==> src/rtl/debug_reg_dumper.sv <==
// Snapshots the register-file debug bus on request and streams it out one byte
// per valid/ready transfer, register 0 first, least-significant byte first.
module debug_reg_dumper #(
  parameter int unsigned PROC_BITS = 32,
  parameter int unsigned NUM_REGS  = 32,
  parameter int unsigned BYTE_BITS = 8
) (
  input  logic                          clk,
  input  logic                          rst,
  input  logic                          i_start,
  input  logic [PROC_BITS*NUM_REGS-1:0] i_debug_regs,
  output logic [BYTE_BITS-1:0]          o_tx_data,
  output logic                          o_tx_valid,
  input  logic                          i_tx_ready,
  output logic                          o_busy,
  output logic                          o_done
);

  localparam int unsigned N_BYTES = (NUM_REGS * PROC_BITS) / BYTE_BITS;
  localparam int unsigned IDX_W   = $clog2(N_BYTES);
  localparam logic [IDX_W-1:0] LAST_IDX = IDX_W'(N_BYTES - 1);

  typedef enum logic [1:0] {
    S_IDLE = 2'd0,
    S_SEND = 2'd1,
    S_DONE = 2'd2
  } state_t;

  state_t                             r_state;
  logic [IDX_W-1:0]                   r_index;
  logic [N_BYTES-1:0][BYTE_BITS-1:0]  r_snapshot;
  logic [BYTE_BITS-1:0]               r_tx_data;
  logic                               r_tx_valid;
  logic                               r_busy;
  logic                               r_done;

  state_t                             w_state_nxt;
  logic [IDX_W-1:0]                   w_index_nxt;
  logic                               w_load;
  logic [BYTE_BITS-1:0]               w_data_nxt;
  logic                               w_valid_nxt;
  logic                               w_busy_nxt;
  logic                               w_done_nxt;

  // State, index and snapshot registers
  always_ff @(posedge clk or negedge rst) begin
    if (!rst) begin
      r_state    <= S_IDLE;
      r_index    <= '0;
      r_snapshot <= '0;
    end else begin
      r_state <= w_state_nxt;
      r_index <= w_index_nxt;
      if (w_load) r_snapshot <= i_debug_regs;
    end
  end

  // Next state plus next output values; outputs are registered so the
  // handshake inputs never reach a port combinationally
  always_comb begin
    w_state_nxt = r_state;
    w_index_nxt = r_index;
    w_load      = 1'b0;
    w_data_nxt  = '0;
    w_valid_nxt = 1'b0;
    w_done_nxt  = 1'b0;
    case (r_state)
      S_IDLE: begin
        if (i_start) begin
          w_state_nxt = S_SEND;
          w_index_nxt = '0;
          w_load      = 1'b1;
          w_valid_nxt = 1'b1;
          w_data_nxt  = i_debug_regs[BYTE_BITS-1:0];
        end
      end
      S_SEND: begin
        if (i_tx_ready && (r_index == LAST_IDX)) begin
          w_state_nxt = S_DONE;
          w_done_nxt  = 1'b1;
        end else begin
          if (i_tx_ready) w_index_nxt = r_index + IDX_W'(1);
          w_valid_nxt = 1'b1;
          w_data_nxt  = r_snapshot[w_index_nxt];
        end
      end
      S_DONE: begin
        w_state_nxt = S_IDLE;
        w_index_nxt = '0;
      end
      default: begin
        w_state_nxt = S_IDLE;
        w_index_nxt = '0;
      end
    endcase
    w_busy_nxt = (w_state_nxt != S_IDLE);
  end

  // Output registers
  always_ff @(posedge clk or negedge rst) begin
    if (!rst) begin
      r_tx_data  <= '0;
      r_tx_valid <= 1'b0;
      r_busy     <= 1'b0;
      r_done     <= 1'b0;
    end else begin
      r_tx_data  <= w_data_nxt;
      r_tx_valid <= w_valid_nxt;
      r_busy     <= w_busy_nxt;
      r_done     <= w_done_nxt;
    end
  end

  assign o_tx_data  = r_tx_data;
  assign o_tx_valid = r_tx_valid;
  assign o_busy     = r_busy;
  assign o_done     = r_done;

endmodule

==> config.mk <==
export PLATFORM = sky130hd
export DESIGN_NAME = debug_reg_dumper
export DESIGN_NICKNAME = d
export VERILOG_FILES = /design/src/rtl/debug_reg_dumper.sv
export SDC_FILE = /design/constraint.sdc
export NUM_CORES = 2
export LEC_CHECK = 0
export ABC_AREA = 1
export ABC_CLOCK_PERIOD_IN_PS = 2500
export BUFFER_PORTS_ARGS = -buffer_cell sky130_fd_sc_hd__clkbuf_2
export CORE_MARGIN = 5
export CORE_UTILIZATION = 25
export DETAILED_ROUTE_END_ITERATION = 12
export GPL_TIMING_DRIVEN = 0
export PLACE_DENSITY = 0.41
export SETUP_SLACK_MARGIN = 0.02
export SYNTH_ARGS = -nofsm -noshare
export SYNTH_HDL_FRONTEND = slang
export SYNTH_SLANG_ARGS = --single-unit
==> constraint.sdc <==
create_clock -name clk -period 2.5 [get_ports clk]
set_input_delay 0.25 -clock clk [delete_from_list [all_inputs] [get_ports clk]]
set_output_delay 0.25 -clock clk [all_outputs]
set_load 0.05 [all_outputs]
==> results.sh <==
export IMPL_grt_first_pass_wirelength_mm=429.3
export IMPL_io_buffers=1038
export IMPL_routabilityCongestion=0.9130
export IMPL_grt_max_degree=106
export IMPL_combPwrFrac_pct=51.8
export IMPL_drc=0
export IMPL_layout_common_cells="3749 x nand2_1, 1131 x clkbuf_2, 1043 x dfrtp_1"
export IMPL_die_height_um=453.8
export IMPL_fin_ws_ns=-0.1469
export IMPL_grt_pass1_vias=57610
export IMPL_die_area_um2=205900
export IMPL_synth_simple_gate_area_share_pct=40.56
export IMPL_regArea_um2=26130
export IMPL_seqPwrFrac_pct=28.3
export IMPL_syn_area_per_cell_um2=7.360
export IMPL_fillers=20350
export IMPL_post_route_period_util_pct=105.9
export IMPL_p_leak_nw=39.60
export IMPL_netlist_area_um2=49230
export IMPL_nNetsFinal=9984
export IMPL_path_cells="ha_4 > nand2_2 > o21ai_4 > buf_12 > buf_12 > buf_16 > buf_12 > nand3_1 > nand3_2 > nand3_2 > nand3_1 > nand3_2 > nand3_1 > nand2_1 > nand2_1 > nand2_1"
export IMPL_insertion_delay_ns=0.81
export IMPL_start_util_pct=25.19
export IMPL_synth_top_family_by_area="simple AND/OR/NAND/NOR gates"
export IMPL_synth_adder_area_share_pct=0.02542
export IMPL_fmax_mhz=377.8
export IMPL_multiInputGateArea_um2=22020
export IMPL_r2r_cells=16
export IMPL_critPathSlowestCell="dfrtp_2"
export IMPL_seq_area_frac_synth_pct=53.07
export IMPL_fin_area_um2=77030
export IMPL_violations="setup timing"
export IMPL_p_clk_share_pct=19.8
export IMPL_worst_pin_slew_ns=1.028
export IMPL_cts_root_buffer="clkbuf_16"
export IMPL_rows=162
export IMPL_maxCapViolCount=0
export IMPL_vias=56320
export IMPL_synth_compound_area_share_pct=1.431
export IMPL_critPathKind="reg2reg"
export IMPL_clk_pin_slew_ns=0.06
export IMPL_max_slew_margin_pct=31.47
export IMPL_post_route_min_period_ns=2.647
export IMPL_drive_above_1_share_pct=20.28
export IMPL_cp_start_kind="register"
export IMPL_slew_violations=0
export IMPL_p_total_w=0.1002
export IMPL_drt_first_pass_iters=6
export IMPL_io_pins=1039
export IMPL_drt_iter0_drc=5489
export IMPL_clock_sinks=1044
export IMPL_slowest_delay_ns=0.49
export IMPL_p_switching_w=0.04619
export IMPL_ys_types=25
export IMPL_synth_seq_cells=1044
export IMPL_cts_path_max_buffers=3
export IMPL_synth_cells=6689
export IMPL_hp_class="in2async"
export IMPL_swShare_pct=46.09
export IMPL_grt_overflow=0
export IMPL_placed_cell_area_um2=58000
export IMPL_die_w_um=453.8
export IMPL_hold_violations=0
export IMPL_synth_area_top_cells="dfrtp_1 53%, nand2_1 29%, nand3_1 12%"
export IMPL_synthesis_nets=7718
export IMPL_critical_path_endpoint_type="register"
export IMPL_core_area_um2=195400
export IMPL_cp_required_ns=3.18
export IMPL_crit_arrival_ns=3.33
export IMPL_outcome="complete, but fails checks"
export IMPL_power_density_nw_per_um2=1301
export IMPL_cts_made_buffers=135
export IMPL_intPower_w=0.05402
export IMPL_hpwl_mm=234.9
export IMPL_cts_tree="built"
export IMPL_setup_viol=8
export IMPL_netlist_area_leader_share_pct=53.07
export IMPL_area_delta_synth_final_pct=56.48
export IMPL_viasPerCell=4.815
export IMPL_worstPathMaxFanout=10
export IMPL_mostFrequentLayoutCell="nand2_1"
export IMPL_ant_nets=0
export IMPL_synth_area_leader_cell="dfrtp_1"
export IMPL_synthXorXnorAreaFrac_pct=0.07117
export IMPL_synth_mux_area_share_pct=0
export IMPL_cts_max_level=4
export IMPL_antenna_found_initial=28
export IMPL_rsz0062_at_grt="true"
export IMPL_totalWireLength_mm=315.5
export IMPL_wire_per_inst_um=26.97
export IMPL_final_setup_skew_ns=0.03053
export IMPL_yosysWarnings=0
export IMPL_track_usage_pct=29.55
export IMPL_irDropWorstVdd_mv=0.6342
[worst paths after layout]
path	startpoint	endpoint	slack (ns)
hold / removal	rst	r_snapshot[837]$_DFFE_PN0P_	0.009
min in group clk	i_debug_regs[366]	r_snapshot[366]$_DFFE_PN0P_	0.17
max in group asynchronous	rst	r_snapshot[226]$_DFFE_PN0P_	0.50
hold reg to reg	r_snapshot[867]$_DFFE_PN0P_	r_snapshot[867]$_DFFE_PN0P_	0.48
setup / recovery	r_index[0]$_DFFE_PN0P_	o_tx_data[6]$_DFF_PN0_	-0.15
setup reg to reg	r_index[0]$_DFFE_PN0P_	o_tx_data[6]$_DFF_PN0_	-0.15
[metrics by stage]
step                      setup TNS, ns  util (%)  setup slack [ns]  instances  hold WS (ns)
after floorplan                       0         -            0.4435       6689      -0.04559
after global placement                -     29.53            -27.12      10350        0.4522
after detailed placement       -1141.94     29.68            -2.387      10360        0.4188
after CTS                        -1.292     38.72           -0.1961      11660        0.1156
after global routing             -1.314     39.42           -0.1764      11700       0.06734
final                           -0.9698     39.42           -0.1469      11700      0.009254
[worst max-delay path: cells and delay by family (launching register included)]
kind	cells	cell delay, ns
adder cells (fa/ha/maj)	1	0.32
flip-flops	1	0.49
buffers and inverters	4	0.58
AND/OR/NAND/NOR	10	1.03
AO/OA/AOI/OAI	1	0.10
[Yosys cell counts, drive strengths merged]
library cell	number
o211ai	4
inv	117
nand3	1147
ha	1
a21oi	3
nor2	7
nand3b	6
xor2	4
nor3	1
buf	158
o31ai	1
dfrtp	1044
o21ai	127
clkinv	1
clkbuf	305
o22ai	2
nand2	3761
[metal layers]
metal	GRT usage [%]	share of wire, %	wire (um)	vias to the layer above
met1	36.75	40	127000	27510
met3	3.873	5.4	17060	717
met2	48.03	46	146200	2432
met4	19.84	8.0	25260	4
met5	0	0.0092	29	-
li1	-	-	-	25660
[power groups by stage]
stage          Combinational (W)  Clock (W)  Sequential [W]
3_5_place_dp              0.0413          0          0.0285
3_3_place_gp              0.0409          0          0.0286
5_1_grt                   0.0554     0.0208          0.0291
4_1_cts                   0.0487     0.0202          0.0283
2_1_floorplan             0.0223          0          0.0272
6_report                  0.0519     0.0199          0.0284
[logic make-up (layout without fill, tap and decap cells)]
group	count (synthesis)	after routing
flip-flops	1044	1044
other	0	10
XOR/XNOR	4	4
buffers and inverters	581	2956
AO/OA/AOI/OAI	137	137
adder cells (fa/ha/maj)	1	1
AND/OR/NAND/NOR	4922	4922
[repair_timing]
item	CTS	global route
gates cloned	10	7
setup endpoints to repair	1039	222
hold endpoints to repair	1122	0
resized for setup	725	285
pin swaps	24	51
buffers inserted	21	25
hold buffers	1026	0
[final cells by class]
type | count | share of cell area (%)
diodes | 10 | 0.03248
plain buffers | 456 | 5.068
clock buffers | 212 | 5.287
clock inverters | 34 | 0.4645
inverters | 118 | 0.6042
multi-input cells | 5064 | 28.58
flip-flops and latches | 1044 | 33.92
well taps | 2624 | 4.262
repair buffers | 2136 | 21.79
[flip-flops by register name, indices dropped and copies added, names as in the netlist]
| signal | flops |
|---|---|
| o_tx_valid | 1 |
| o_busy | 1 |
| r_index | 7 |
| r_snapshot | 1024 |
| o_tx_data | 8 |
| r_state | 2 |
| o_done | 1 |
No activity file was read; power rests on OpenSTA's default activity.
